==> src/rtl/mole_sched.sv <==
// Whack-a-mole sequencer: walks IDLE/WAIT/POP/HIT on a slow tick, raises one
// pseudo-random mole at a time, and classifies player hits as correct or wrong.
module mole_sched #(
  parameter int         WAIT_TICKS = 4,
  parameter int         POP_TICKS  = 8,
  parameter int         HIT_TICKS  = 2,
  parameter int         ROUNDS     = 20,
  parameter logic [3:0] LFSR_SEED  = 4'h9
) (
  input  logic       clk,
  input  logic       rst,
  input  logic       tick,
  input  logic       start,
  input  logic [9:0] hamster_hit,
  output logic [1:0] state,
  output logic [9:0] hamster_led,
  output logic       hit_ok,
  output logic       miss,
  output logic       game_over
);

  typedef enum logic [1:0] {
    IDLE = 2'b00,
    POP  = 2'b01,
    HIT  = 2'b10,
    WAIT = 2'b11
  } state_t;

  // An all-zero seed would lock the LFSR, so it is promoted to 1.
  localparam logic [3:0] SEED     = (LFSR_SEED == 4'h0) ? 4'h1 : LFSR_SEED;
  localparam logic [8:0] WAIT_LEN = 9'(WAIT_TICKS);
  localparam logic [8:0] POP_LEN  = 9'(POP_TICKS);
  localparam logic [8:0] HIT_LEN  = 9'(HIT_TICKS);
  localparam logic [6:0] LAST     = 7'(ROUNDS);

  state_t     st_reg;
  logic [7:0] cnt_reg;
  logic [6:0] round_reg;
  logic [3:0] lfsr_reg;

  logic [8:0] cnt_inc;
  logic [8:0] phase_len;
  logic       expired;
  logic [3:0] hole;
  logic [6:0] round_inc;
  logic       last_round;

  assign cnt_inc    = {1'b0, cnt_reg} + 9'd1;
  assign round_inc  = round_reg + 7'd1;
  assign last_round = (round_inc == LAST);
  assign hole       = (lfsr_reg < 4'd10) ? lfsr_reg : lfsr_reg - 4'd10;
  assign state      = st_reg;

  always_comb begin
    phase_len = POP_LEN;
    case (st_reg)
      WAIT:    phase_len = WAIT_LEN;
      HIT:     phase_len = HIT_LEN;
      default: phase_len = POP_LEN;
    endcase
  end

  // ">=" rather than "==": a wrong hit on the expiring tick still advances the
  // counter, and the mole must then escape on the following tick.
  assign expired = tick && (cnt_inc >= phase_len);

  always_ff @(posedge clk or posedge rst) begin
    if (rst) begin
      st_reg      <= IDLE;
      cnt_reg     <= 8'd0;
      round_reg   <= 7'd0;
      lfsr_reg    <= SEED;
      hamster_led <= 10'd0;
      hit_ok      <= 1'b0;
      miss        <= 1'b0;
      game_over   <= 1'b0;
    end else begin
      lfsr_reg  <= {lfsr_reg[2:0], lfsr_reg[3] ^ lfsr_reg[2]};
      hit_ok    <= 1'b0;
      miss      <= 1'b0;
      game_over <= 1'b0;
      if (tick) cnt_reg <= cnt_inc[7:0];

      case (st_reg)
        IDLE: begin
          if (start) begin
            st_reg    <= WAIT;
            round_reg <= 7'd0;
            cnt_reg   <= 8'd0;
          end
        end
        WAIT: begin
          if (expired) begin
            st_reg      <= POP;
            hamster_led <= 10'(1) << hole;
            cnt_reg     <= 8'd0;
          end
        end
        POP: begin
          if (|(hamster_hit & hamster_led)) begin
            st_reg      <= HIT;
            hit_ok      <= 1'b1;
            hamster_led <= 10'd0;
            cnt_reg     <= 8'd0;
          end else if (|hamster_hit) begin
            miss <= 1'b1;
          end else if (expired) begin
            miss        <= 1'b1;
            hamster_led <= 10'd0;
            round_reg   <= round_inc;
            cnt_reg     <= 8'd0;
            st_reg      <= last_round ? IDLE : WAIT;
            game_over   <= last_round;
          end
        end
        HIT: begin
          if (expired) begin
            round_reg <= round_inc;
            cnt_reg   <= 8'd0;
            st_reg    <= last_round ? IDLE : WAIT;
            game_over <= last_round;
          end
        end
        default: st_reg <= IDLE;
      endcase
    end
  end

endmodule
==> config.mk <==
export PLATFORM = sky130hd
export DESIGN_NAME = mole_sched
export DESIGN_NICKNAME = d
export VERILOG_FILES = /design/src/rtl/mole_sched.sv
export SDC_FILE = /design/constraint.sdc
export NUM_CORES = 1
export LEC_CHECK = 0
export ABC_AREA = 1
export CAP_MARGIN = 10
export CORE_MARGIN = 2
export CORE_UTILIZATION = 55
export DETAILED_ROUTE_END_ITERATION = 8
export GPL_ROUTABILITY_DRIVEN = 0
export GPL_TIMING_DRIVEN = 0
export PLACE_DENSITY = 0.88
export SETUP_SLACK_MARGIN = 0.2
export SYNTH_ARGS = -nofsm -noshare
export SYNTH_HDL_FRONTEND = slang
export SYNTH_SLANG_ARGS = --single-unit
==> constraint.sdc <==
create_clock -name clk -period 4.95 [get_ports clk]
set_input_delay 0.7425 -clock clk [delete_from_list [all_inputs] [get_ports clk]]
set_output_delay 0.7425 -clock clk [all_outputs]
set_load 0.02 [all_outputs]
* Word level (Yosys, flattened, before mapping) *
Index checks and enable logic that the tools add are counted.

storage, ports and cells
  bits in registers = 34
  logic and storage cells = 71
  input port bits = 14

operators by class
  reductions and logical operators = 10
  muxes and demuxes = 35
  $add $sub $neg = 3
  shifts and indexed selects = 1
  equal/unequal tests = 10
  $lt $le $gt $ge = 2
  bitwise operators = 2

operators by type and width
  operator                                                                count
  10-bit 2-to-1 mux                                                       4
  8-bit 2-to-1 mux                                                        5
  7-bit 2-to-1 mux                                                        4
  8-bit one-hot mux with 3 select lines                                   1
  7-bit one-hot mux with 3 select lines                                   1
  10-bit one-hot mux with 2 select lines                                  1
  10-bit OR reduction                                                     2
  2-bit 2-to-1 mux                                                        6
  10-bit AND                                                              1
  1-bit by 4-bit << shifter with 10-bit output (first input constant)     1
  8-bit by 1-bit adder with 9-bit output (second input constant)          1
  9-bit greater-or-equal comparator                                       1
  1-bit 2-to-1 mux                                                        9
  2-bit inequality test (second input constant)                           4
  2-bit one-hot mux with 4 select lines                                   1
  4-bit one-hot mux with 2 select lines                                   1
  4-bit AND reduction                                                     2
  7-bit by 1-bit adder with 7-bit output (second input constant)          1
  7-bit by 5-bit equality test with 1-bit output (second input constant)  1
  3-bit inequality test (second input constant)                           2
  2-bit equality test (second input constant)                             2
  4-bit < comparator (second input constant)                              1
  4-bit 2-to-1 mux                                                        1
  4-bit subtractor (second input constant)                                1
  other kinds (9)                                                         9

* Logic depth before layout (Yosys ltp) *
Gate-level depths: netlist (run 1).

  depth after elaboration = 8
  depth in mapped cells = 15

* Least setup slack after synthesis (run 1) *
No wires, ideal clock.

  path type = register -> register
  start = reg st_reg[0], in the netlist state[0]
  end = reg hamster_led[2]
  stages on the path, launching flop included = 16
  buffers on the path = 1
  data required time = 4,833 ps
  period minus slack after synthesis = 2,169 ps
  arrival time = 2,052 ps
  setup slack = 2,781 ps
  cells stage by stage = dfrtp_1 inv_1 ha_1 inv_1 nand2_1 ha_1 nor2_1 nand2_1 nor2_1 nand3_2 nand2_4 nand2_4 o21a_4 buf_6 nand3_1 nand2_1

on the way
  longest elaborated chain between the ends = 6
  elaborated cells on any way between the ends = 12
  classes of those cells = order compare: 1; eq/ne: 6; mux: 2; reduce/logical: 3

RTL lines
  element                                                                                 RTL line  RTL
  start, declared                                                                         36        state_t st_reg;
  start signal, assigned                                                                  112       st_reg <= last_round ? IDLE : WAIT;
  start signal, assigned                                                                  120       st_reg <= last_round ? IDLE : WAIT;
  2-bit equality test, on equally long branches                                           56, 84
  4-bit one-hot mux with 2 select lines                                                   56        case (st_reg)
  9-bit greater-or-equal comparator                                                       65        assign expired = tick && (cnt_inc >= phase_len);
  1-bit logical AND                                                                       65
  3-bit inequality test (no source line) / 2-bit inequality test (equally long branches)  -
  4-bit AND reduction (no source line)                                                    -
  end signal, assigned                                                                    95        hamster_led <= 10'(1) << hole;
  end, declared                                                                           16        output logic [9:0] hamster_led,

Parallel ways exist; a longest one is shown, timed or not.
A chain may end at the register's enable or synchronous reset.

* Final worst setup path (run 1) *
  start = reg st_reg[1], in the netlist state[1]
  end = reg hamster_led[2]

The elaborated chain is that of the path after synthesis.

==> results of run 1 <==
per-stage QoR:
stage,instances,instance area [um^2]
2_1_floorplan,280,2160
3_3_place_gp,356,2500
3_5_place_dp,357,2530
4_1_cts,365,2620
5_1_grt,365,2620
6_report,365,2620
power groups by stage:
stage | registers [mW] | logic (mW) | clock network (mW)
floorplan | 0.380 | 0.487 | 0
global placement | 0.365 | 0.641 | 0
detailed placement | 0.366 | 0.663 | 0
CTS | 0.361 | 0.669 | 0.215
global route | 0.368 | 0.750 | 0.228
finish | 0.360 | 0.670 | 0.209
kinds of logic (layout without fill, tap and decap cells):
group	count (synthesis)	in the layout	synth area share (%)
muxes	1	1	0.463
DFF	34	34	39.5
and+or+nand+nor	165	165	34.7
AOI/OAI and AO/OA	23	23	6.89
xor gates and xnor gates	9	9	3.65
buffers and inverters	34	71	6.77
adders and majority gates	14	14	8.10
routing by layer:
metal  wire [um]  GRT usage, %  up-vias  part of all wire [%]
met5           0             0        -                     0
met4          61          6.89        0                   1.4
met3         169          5.07        6                   4.0
met2        2090          38.5       40                    49
met1        1950          26.8      859                    46
li1            -             -      969                     -
synthesized netlist by cell type, drive strengths merged:
cell type   n  area (um^2)
buf         3         30.0
nor4        2         27.5
nor3        6         30.0
a21oi       5         25.0
nor2       43          166
nand2      78          308
o21ai      13         68.8
dfstp       2         52.6
a21boi      1         7.51
nand3b      4         30.0
o21bai      1         7.51
nand3      26          150
o211ai      2         25.0
xor2        5         43.8
inv        31          116
o21a        1         15.0
ha         14          175
or2         3         18.8
nand4       3         18.8
mux2i       1         10.0
xnor2       4         35.0
dfrtp      32          801
layout by cell type (no fill, tap or decap), types with 3 or more instances in the layout:
cell / n
sky130_fd_sc_hd__nor3_1: 6
sky130_fd_sc_hd__clkbuf_8: 6
sky130_fd_sc_hd__nand2_1: 76
sky130_fd_sc_hd__ha_1: 14
sky130_fd_sc_hd__nor2_1: 41
sky130_fd_sc_hd__xnor2_1: 4
sky130_fd_sc_hd__dfrtp_1: 32
sky130_fd_sc_hd__clkdlybuf4s50_1: 28
sky130_fd_sc_hd__nand3_2: 4
sky130_fd_sc_hd__nand3b_1: 4
sky130_fd_sc_hd__o21ai_1: 5
sky130_fd_sc_hd__xor2_1: 5
sky130_fd_sc_hd__nand4_1: 3
sky130_fd_sc_hd__a21oi_1: 5
sky130_fd_sc_hd__o21ai_0: 7
sky130_fd_sc_hd__inv_1: 30
sky130_fd_sc_hd__nand3_1: 22
area by class of cell:
cell class	count	area, um^2	area share, %
timing repair buffer	29	308	11.7
clock buffer	7	86.3	3.29
tap	48	60.1	2.29
sequential	34	853	32.6
inverter	31	116	4.44
clock inverter	1	5.00	0.191
multi-input combinational	212	1160	44.3
buffer	3	30.0	1.15
worst max path at each step:
| stage | startpoint | end | slack, ns | cells after the start |
|---|---|---|---|---|
| CTS | state[1] | hamster_led[2] | 2.63 | 14 |
| finish | state[1] | hamster_led[2] | 2.64 | 14 |
| floorplan | state[0] | hamster_led[2] | 2.78 | 15 |
| detailed placement | hamster_hit[5] | round_reg[5] | 2.50 | 9 |
| global placement | hamster_hit[5] | round_reg[0] | 2.53 | 9 |
| global route | state[0] | cnt_reg[5] | 2.42 | 14 |
==> results by stage, run 1 <==
Final layout:
- The fraction of layout cells with a size suffix above 1 is a little under a tenth.
- The register with the most flip-flops in the layout has 10 of them.
- Cells fill between 70 and 80% of the core in the end.
- At the end of the flow, the number of nets in the layout was approximately 340.
- The number of filler cells placed in the layout is approximately 320.
- The number of antenna diodes in the final layout is 0.
- Relative to the synthesized area, the layout overhead comes to 21.2%.

Timing:
- The final number of max-transition violations is 0.
- The total count of hold-check failures in the final report is 0.
- Headroom to the max-slew limit came out at between 40% and 50%.
- Counting I/O delays and the setup requirement, the final critical path takes about 2.3 ns.
- For this run, the top clock speed supported by timing is 434 MHz.
- Setup total negative slack on the finished layout was measured at 0 ns.
- The final critical path takes up 46.6% of the cycle.
- For the pin with the worst max-slew slack, the measured transition is 0.763 ns.
- The worst hold slack across all endpoints is 0.404 ns.
- The worst setup skew after layout is between 0.007 and 0.008 ns.
- Setup repair after global routing left no endpoint under its margin.
- The minimum setup slack in the final design is approximately 2.6 ns.
- The number of failing setup endpoints in the final timing report is 0.

Critical path:
- The data required time of the worst path is between 5 and 6 ns.
- Along the worst path, the maximum fanout reaches 10.
- The critical path goes through ha_1 > inv_1 > nand2_1 > ha_1 > nor2_1 > nand2_1 > nor2_1 > nand3_2 > nand2_4 > nand2_4 > o21a_4 > buf_6 > nand3_1 > nand2_1.
- The worst setup path is captured at a register.
- The worst-case register-to-register setup slack is around 2.6 ns.
- The cell class contributing the biggest share of worst-path delay is simple AND/OR/NAND/NOR gates.
- The most repeated library cell on the critical path is sky130_fd_sc_hd__nand2_1.
- The worst register-to-register path ends at hamster_led[2].
- The startpoint identified for the worst register-to-register timing path is state[1].
- The number of buffers and inverters on the critical path is 2.
- The count of cells along the worst register-to-register path is 14.
- The critical path is of the register to register type.
- The biggest cell delay along the critical path is between 0.4 and 0.5 ns.
- The data arrival time of the critical path is ~2.5 ns.
- The slowest cell on the critical path is sky130_fd_sc_hd__dfrtp_1.
- STA classifies the critical path startpoint as a register.

Synthesis:
- The mean cell area of the mapped netlist is between 7 and 8 um^2.
- Counting distinct cell types in the post-synthesis netlist gives 31.
- For this run, the number of Yosys warnings is 0.
- The fraction of the yosys area taken by sequential cells is 39.5%.
- The post-synthesis cell count is 280.
- The netlist area before placement is approximately 0.0022 mm^2.
- Synthesis produced a netlist with a net count of just over 300.
- The total of flip-flops plus latches after synthesis is 34.

GRT:
- The number of global-route vias before repair is approximately 1700.
- The all-layer global routing usage is between 20 and 25%.
- Entering global routing, the biggest net connects 19 pins.
- The first global-routing pass estimated around 7300 um of wire.
- The number of antenna violations at the first check in global routing is 0.
- After global routing the overflow that remains totals 0.

Clock network:
- After clock tree synthesis, the setup repair step added 0 buffers.
- TritonCTS built the clock tree.
- The source-to-sink clock delay at the later pin of the worst-skew pair is around 0.29 ns.
- The number of buffers added by the clock tree synthesis step is 5.
- The number of H-tree levels is 2.
- Hold repair after CTS inserted 0 buffers.
- The tree is rooted in a sky130_fd_sc_hd__clkbuf_8.
- The count of clock tree sinks is 34.
- The clock tree buffer depth is 2.
- The clock-pin transition on the worst setup and hold timing paths is 0.07 ns.
- The number of gates resized after CTS was 0.

Power:
- The peak supply drop is between 0.2 and 0.25 mV.
- The cell internal power dissipation is ~700 uW.
- The net switching fraction of the power is between 40 and 50%.
- For this design the ratio of total power to cell area is ~470 mW/mm^2.
- The clock group share of total power is 16.9%.
- The total power consumption of the routed design is roughly 1.2 mW.
- Of the total power, registers draw between 20% and 30%.
- The analysis attributes to net switching a power of approximately 550 uW.
- The power share of the combinational group is between 50% and 60%.
- In this run the static leakage power is roughly 1.3 nW.

Routing:
- For this block, the routed nets add up to approximately 4300 um of wire.
- The residual antenna-violating net count after detailed routing is 0.
- After the first detailed-routing iteration, the DRC count stood at 64.
- For this run, design rule violations remaining after detail routing come to 0.
- The routed length per instance is 11.7 um.
- Dividing the detail-routed via count by the number of cells gives between 5 and 6.
- The pre-antenna-repair detailed-routing pass consisted of 4 iterations.
- The total via count in the routed design is 1874.

Placed design:
- The pre-CTS worst setup slack is between 2 and 3 ns.
- The number of port buffers is 28.
- Detailed placement ended at an HPWL of 3270 um.

Floorplan:
- The initial cell density of the core is between 50% and 60%.
- The floorplan step defined a core boundary enclosing about 0.0037 mm^2.
- For this design the top-level I/O count stands at 29.
- In this run the horizontal extent of the chip is between 60 and 70 um.
- The die is approximately 67 um tall.
- The die covers 0.00445 mm^2.
- The number of placement rows is 22.

Flow run:
- The number of maximum-capacitance violations is 0.

Hold path:
- The number of cells on the worst hold path is 0.
- The destination of the worst hold path is lfsr_reg[3].
- The critical hold path startpoint is lfsr_reg[2].
- The class of the worst hold path is register to register.

Status:
- The flow ran to the end, and the final reports show no timing, DRC or antenna violations.
Power figures use the tool's default switching activity.
==> inputs of run 2 (changes only) <==
==> constraint.sdc (replaced) <==
create_clock -name clk -period 2.3 [get_ports clk]
set_input_delay 0.345 -clock clk [delete_from_list [all_inputs] [get_ports clk]]
set_output_delay 0.345 -clock clk [all_outputs]
set_load 0.02 [all_outputs]
==> results by stage, run 2 (same netlist as run 1, synthesis figures left out) <==
Status:
- The run finished with clean final reports.

Final layout:
- Leaving out fill and tap cells, the most frequent cells in the layout are sky130_fd_sc_hd__nand2_1 (69), sky130_fd_sc_hd__nor2_1 (39), sky130_fd_sc_hd__dfrtp_1 (29), sky130_fd_sc_hd__clkdlybuf4s50_1 (28), sky130_fd_sc_hd__inv_1 (26).
- The post-layout net count is 359 (+4.4%).
- The number of filler cells placed in the layout came to 242 (-24%).
- The fraction of layout cells with a size suffix above 1 was 22.9% (+14 points).
- The number of flip-flops in the largest register came to 10 (unchanged).
- The antenna diode count is 0 (unchanged).
- The library cell used most frequently in the layout, excluding fill and tap cells, is sky130_fd_sc_hd__nand2_1.
- The area of all placed cells without fillers came to 0.00296 mm^2 (+13%).
- The relative area change from synthesis to final layout is 37.0%.

Critical path:
- The data required time of the worst path is 2.49 ns (-2.63 ns).
- For this design, the slowest cell found on the critical path is sky130_fd_sc_hd__dfrtp_2.
- STA classifies the critical path startpoint as a register.
- The most repeated library cell on the critical path is sky130_fd_sc_hd__nand2_1.
- The worst-case register-to-register setup slack is 0.19 ns (-2.46 ns).
- Following the worst setup path forward leads to its endpoint at state[1].
- The count of cells along the worst register-to-register path is 14 (unchanged).
- The cell class contributing the biggest share of worst-path delay is simple AND/OR/NAND/NOR gates.
- The data arrival time of the critical path is 2.30 ns (-0.17 ns).
- The signal on the critical path passes through ha_4 > xor2_2 > ha_1 > nand2_1 > nand3b_1 > nand2_1 > nand3_2 > nand2_4 > buf_6 > nand2_1 > nand2_1 > nor2_1 > nor2_1 > nor2_1.
- In this run the critical register-to-register path is captured at state[1].
- In this run the critical register-to-register path is launched from cnt_reg[0].
- The endpoint type of the worst setup path is a register.
- The category of the most critical setup path is register to register.
- The maximum fanout encountered on the critical timing path came to 5 (-5).
- The number of cells on the critical path is 14 (unchanged).
- The biggest cell delay along the critical path is 0.45 ns (about the same).
- The number of buffers and inverters on the critical path was 1 (-1).
- The most critical setup path has its startpoint at cnt_reg[0].

Clock network:
- The clock-pin transition on the worst setup and hold timing paths is 0.07 ns (about the same).
- The cell at the root of the clock tree is sky130_fd_sc_hd__clkbuf_8.
- The clock tree buffer depth is 2 (unchanged).
- The hold buffer count at cts was 0 (unchanged).
- The number of buffers added by the clock tree synthesis step came to 5 (unchanged).
- The number of H-tree levels is 2 (unchanged).
- The count of clock tree sinks is 34 (unchanged).
- The TritonCTS clock tree is built.
- The source-to-sink clock delay at the later pin of the worst-skew pair was 0.30 ns (about the same).

Timing:
- The post-route clock period utilization came to 91.8% (+45 points).
- The post-layout minimum cycle time came to 2.11 ns (-0.193 ns).
- The fmax is 473 MHz (+9.2%).
- The aggregate negative setup slack was 0 ns (unchanged).
- The total count of hold-check failures in the final report is 0 (unchanged).
- The number of failing setup endpoints in the final timing report is 0 (unchanged).
- The worst setup skew after layout is 0.00890 ns (+0.00122 ns).
- The final number of max-transition violations is 0 (unchanged).
- Setup repair after global routing could not meet its margin everywhere.
- The worst hold slack across all endpoints was 0.403 ns (-0.00169 ns).
- The actual transition at the worst max-transition pin is 0.704 ns (-0.0592 ns).
- The worst slew slack as a fraction of its limit is 53.0% (+3.9 points).

GRT:
- The all-layer global routing usage is 25.4% (+3.4 points).
- The wire length of the first global-routing pass is 8510 um (+16%).
- The number of global-route vias before repair is 1921 (+13%).
- The maximum number of pins on one net before global-route repair is 19 (unchanged).
- The leftover overflow at the end of global routing was 0 (unchanged).
- The number of antenna violations at the first check in global routing is 0 (unchanged).

Routing:
- The overall routed net length was 5720 um (+34%).
- Routed signal wires occupy layers up through met4.
- The number of DRC markers in iteration 0 is 106 (+66%).
- The wire length on met2 was 2970 um (+42%).
- The amount of wire on met3 after detailed routing is 285 um (+69%).
- The total via count in the routed design came to 2100 (+12%).
- The routed length per instance is 15.0 um (+28%).
- The residual antenna-violating net count after detailed routing was 0 (unchanged).
- The DRC violation count after routing is 0 (unchanged).
- The first-pass iteration count of the detailed router is 4 (unchanged).
- The per-cell via count in the routed design is 5.53 (+7.6%).
- The sum of routed wire segments on met1 is 2250 um (+15%).

Flow run:
- The number of maximum-capacitance violations was 0 (unchanged).

Floorplan:
- The placeable core region is 0.00372 mm^2 (unchanged).
- The initial cell density of the core is 58.2% (unchanged).
- The I/O pin count was 29 (unchanged).
- The number of placement rows is 22 (unchanged).
- The die extent in x is 66.7 um (unchanged).
- The height of the die is 66.7 um (unchanged).
- The area of the die was 0.00445 mm^2 (unchanged).

Placed design:
- The post-placement cell area is 0.00253 mm^2 (+0.15%).
- The half-perimeter wire length after placement is 3480 um (+6.4%).
- The number of port buffers is 28 (unchanged).

Power:
- The peak supply drop came to 0.720 mV (+200%).
- The total power consumption of the routed design was 3.47 mW (+180%).
- The leakage power total is 1.36 nW (+7.3%).
- The power density over the cells was 1170 mW/mm^2 (+150%).

Hold path:
- The class of the worst hold path is register to register.
-- run 2: cell types whose count changed in the layout (fill, tap and decap cells not counted), moves of 4 or more --
cell and change:
sky130_fd_sc_hd__buf_4 +11, sky130_fd_sc_hd__ha_1 -4, sky130_fd_sc_hd__inv_1 -4, sky130_fd_sc_hd__nand2_1 -7, sky130_fd_sc_hd__nand2_2 +5, sky130_fd_sc_hd__nand3_1 -10, sky130_fd_sc_hd__nand3_2 +8
-- run 2: how the worst min path moves through the flow --
| stage | start | end | slack [ns] | depth (start not counted) |
|---|---|---|---|---|
| 2_1_floorplan | lfsr_reg[2] | lfsr_reg[3] | 0.38 | 0 |
| 3_3_place_gp | lfsr_reg[2] | lfsr_reg[3] | 0.38 | 0 |
| 3_5_place_dp | lfsr_reg[2] | lfsr_reg[3] | 0.39 | 0 |
| 4_1_cts | lfsr_reg[2] | lfsr_reg[3] | 0.41 | 0 |
| 5_1_grt | lfsr_reg[2] | lfsr_reg[3] | 0.42 | 0 |
| 6_report | lfsr_reg[2] | lfsr_reg[3] | 0.40 | 0 |
-- run 2: area by class of cell --
type,instances,area (um^2),share of cell area [%]
multi-input combinational,213,1360,46.0
sequential,34,857,28.9
tap,48,60.1,2.03
buffer,3,33.8,1.14
timing repair buffer,43,420,14.2
clock inverter,1,30.0,1.01
clock buffer,7,76.3,2.58
inverter,31,121,4.10
-- run 2: layer usage --
metal	vias to the layer above	track usage (%)
met1	997	28.6
li1	996	-
met4	0	8.42
met5	-	0
met2	80	47.4
met3	27	5.07
-- run 2: timing repair --
item	4_1_cts	5_1_grt
endpoints found under the hold margin	0	0
pin swaps	6	16
cloned	1	1
setup endpoints to repair	27	28
resized for setup	19	32
setup buffers	6	7
-- run 2: through the flow --
| stage | utilization (%) | setup slack, ns | instances |
|---|---|---|---|
| 2_1_floorplan | - | 0.200 | 280 |
| 3_3_place_gp | 67.4 | 0.108 | 356 |
| 3_5_place_dp | 68.2 | 0.0427 | 357 |
| 4_1_cts | 74.2 | 0.183 | 372 |
| 5_1_grt | 79.7 | 0.0536 | 380 |
| 6_report | 79.7 | 0.188 | 380 |
-- run 2: where the power goes --
group	switching, mW	leakage (nW)	internal, mW
registers	0.113	0.449	0.697
clock network	0.222	0.0524	0.324
logic	1.26	0.855	0.852
total	1.60	1.36	1.87
==> inputs of run 3 (changes only) <==
--- a/config.mk
+++ b/config.mk
@@ -13,6 +13,7 @@
 export GPL_ROUTABILITY_DRIVEN = 0
 export GPL_TIMING_DRIVEN = 0
 export PLACE_DENSITY = 0.88
+export REMOVE_ABC_BUFFERS = 1
 export SETUP_SLACK_MARGIN = 0.2
 export SYNTH_ARGS = -nofsm -noshare
 export SYNTH_HDL_FRONTEND = slang
==> results by stage, run 3 (same netlist as run 1, synthesis figures left out) <==
Timing:
- The final number of max-transition violations is 0 (unchanged).
- Setup repair after global routing could not meet its margin everywhere.
- The aggregate negative setup slack is 0 ns (unchanged).
- The minimum setup slack in the final design is 0.0219 ns (-0.166 ns).
- The fmax is 439 MHz (-7.3%).
- The post-route clock period utilization is 99.0% (+7.2 points).
- The post-layout minimum cycle time was 2.28 ns (+0.166 ns).
- The worst setup skew after layout is 0.00743 ns (-0.00147 ns).
- The number of failing setup endpoints in the final timing report came to 0 (unchanged).
- The worst slew slack as a fraction of its limit is 48.7% (-4.4 points).
- The actual transition at the worst max-transition pin is 0.769 ns (+0.0653 ns).
- The total count of hold-check failures in the final report was 0 (unchanged).

Power:
- The peak supply drop is 0.615 mV (-15%).
- The cell internal power dissipation was 1.81 mW (-3.5%).
- The net switching component of the power is 1.78 mW (+12%).
- The power density over the cells is 1210 mW/mm^2 (+3.3%).
- The leakage power total is 1.33 nW (-1.9%).
- The clock group share of total power is 11.7% (-4.0 points).
- The net switching fraction of the power was 49.7% (+3.6 points).
- The power share of the combinational group is 66.3% (+5.4 points).
- The fraction of power consumed by sequential logic came to 22.0% (-1.3 points).

Routing:
- The first-pass iteration count of the detailed router is 4 (unchanged).
- The number of DRC markers in iteration 0 came to 154 (+45%).
- The DRC violation count after routing is 0 (unchanged).
- The routed length per instance is 16.4 um (+9.3%).
- The overall routed net length is 6250 um (+9.3%).
- The total via count in the routed design was 2156 (+2.7%).
- The residual antenna-violating net count after detailed routing came to 0 (unchanged).
- The per-cell via count in the routed design is 5.67 (+2.7%).

GRT:
- The number of antenna violations at the first check in global routing was 0 (unchanged).
- The maximum number of pins on one net before global-route repair is 19 (unchanged).
- The all-layer global routing usage was 27.9% (+2.5 points).
- The leftover overflow at the end of global routing is 0 (unchanged).
- The number of global-route vias before repair was 2024 (+5.4%).
- The wire length of the first global-routing pass was 9190 um (+8.0%).

Final layout:
- The utilization after layout is 79.8% (about the same).
- The post-layout net count was 360 (+0.28%).
- In the layout the commonest cells are sky130_fd_sc_hd__nand2_1 (69), sky130_fd_sc_hd__nor2_1 (33), sky130_fd_sc_hd__dfrtp_1 (30), sky130_fd_sc_hd__inv_1 (28), sky130_fd_sc_hd__clkdlybuf4s50_1 (28).
- The commonest non-fill, non-tap cell in the layout is sky130_fd_sc_hd__nand2_1.
- The number of flip-flops in the largest register was 10 (unchanged).
- The number of filler cells placed in the layout was 225 (-7.0%).
- The antenna diode count was 0 (unchanged).
- The fraction of layout cells with a size suffix above 1 was 22.9% (unchanged).
- The relative area change from synthesis to final layout came to 37.1% (about the same).

Floorplan:
- The placeable core region came to 0.00372 mm^2 (unchanged).
- The area of the die came to 0.00445 mm^2 (unchanged).
- The initial cell density of the core is 58.2% (unchanged).
- The die extent in x is 66.7 um (unchanged).
- The I/O pin count is 29 (unchanged).
- The number of placement rows is 22 (unchanged).
- The height of the die was 66.7 um (unchanged).

Critical path:
- The worst-case register-to-register setup slack is 0.02 ns (-0.17 ns).
- The type of origin of the critical path is a register.
- The count of cells along the worst register-to-register path is 13 (-1).
- In this run the critical register-to-register path is captured at cnt_reg[6].
- The launch instance of the worst register-to-register path is state[1].
- The data arrival time of the critical path was 2.49 ns (+0.19 ns).
- The data required time of the worst path was 2.51 ns (+0.02 ns).
- The maximum fanout encountered on the critical timing path is 8 (+3).
- The worst setup path is of the register to register kind.
- STA classifies the critical path endpoint as a register.

Hold path:
- The class of the worst hold path is register to register.
- The critical hold path startpoint is lfsr_reg[2].
- The number of cells on the worst hold path was 0 (unchanged).
- The destination of the worst hold path is lfsr_reg[3].

Placed design:
- The half-perimeter wire length after placement came to 3340 um (-4.1%).
- The pre-CTS worst setup slack is -0.349 ns (-0.391 ns).
- The number of port buffers is 28 (unchanged).

Flow run:
- The number of maximum-capacitance violations was 0 (unchanged).

Clock network:
- The hold buffer count at cts is 0 (unchanged).
- The clock-pin transition on the worst setup and hold timing paths is 0.07 ns (about the same).
- The number of H-tree levels is 2 (unchanged).
- The count of clock tree sinks was 34 (unchanged).
- The number of buffers added by the clock tree synthesis step came to 5 (unchanged).
- The cell at the root of the clock tree is sky130_fd_sc_hd__clkbuf_8.
- TritonCTS built the clock tree.
- The source-to-sink clock delay at the later pin of the worst-skew pair is 0.29 ns (about the same).
- The clock tree buffer depth is 2 (unchanged).

Status:
- The flow ran to the end, and the final reports show no timing, DRC or antenna violations.
## run 3: changes by cell type in the layout (fill, tap and decap cells not counted), sizes merged
cell / change
bufinv: -1
o21a: +1
nand2: +1
o211ai: +1
buf: -2
## run 3: repair_timing
item	in CTS	in global routing
pin swaps	13	12
setup endpoints to repair	27	29
setup buffers	9	6
cloned	4	0
resized for setup	34	20
## run 3: how the worst max path moves through the flow
stage / from / to / slack, ns / cells after the start
final: state[1] / cnt_reg[6] / 0.02 / 13
after global routing: state[0] / state[1] / -0.09 / 16
after CTS: cnt_reg[1] / state[1] / 0.18 / 14
after detailed placement: state[1] / hamster_led[2] / -0.35 / 12
after global placement: state[1] / hamster_led[4] / -0.22 / 12
after floorplan: state[1] / hamster_led[1] / -0.01 / 12
## run 3: worst max-delay path, cell delays in order, from the launching register on
cell and delay [ns]:
sky130_fd_sc_hd__dfrtp_2 0.46, sky130_fd_sc_hd__ha_4 0.18, sky130_fd_sc_hd__inv_1 0.12, sky130_fd_sc_hd__nand2_1 0.11
sky130_fd_sc_hd__ha_1 0.22, sky130_fd_sc_hd__nor2_1 0.11, sky130_fd_sc_hd__nand2_1 0.08, sky130_fd_sc_hd__nor2_2 0.14
sky130_fd_sc_hd__nand3_4 0.14, sky130_fd_sc_hd__nand3_4 0.12, sky130_fd_sc_hd__nand2_8 0.11, sky130_fd_sc_hd__nand3_4 0.14
sky130_fd_sc_hd__nand2_8 0.09, sky130_fd_sc_hd__nor2_1 0.15
## run 3: cell type report
type / instances / area (um^2) / share of cell area [%]
multi-input combinational: 216 / 1420 / 47.9
sequential: 34 / 856 / 28.9
timing repair buffer: 44 / 437 / 14.7
inverter: 31 / 116 / 3.93
clock buffer: 7 / 76.3 / 2.57
tap: 48 / 60.1 / 2.03
## run 3: metrics by stage
stage               power [mW]  cell area [um^2]  hold WS (ns)  instances
floorplan                 1.80              2130         0.380        277
global placement          2.09              2470         0.384        353
detailed placement        2.16              2500         0.405        354
CTS                       3.15              2840         0.414        374
global route              3.80              2960         0.428        380
finish                    3.59              2960         0.416        380
## run 3: power by group through the flow
stage / clock network, mW / logic, mW / registers [mW]
3_5_place_dp: 0 / 1.37 / 0.791
2_1_floorplan: 0 / 0.979 / 0.818
3_3_place_gp: 0 / 1.31 / 0.785
6_report: 0.420 / 2.38 / 0.790
4_1_cts: 0.417 / 1.95 / 0.786
5_1_grt: 0.453 / 2.55 / 0.800
## run 3: metal layers
metal,share of wire (%),up-vias,track usage (%)
met3,4.4,24,5.74
met4,3.4,0,8.16
li1,-,1008,-
met2,53,79,49.8
met1,39,1045,33.8
met5,0,-,0
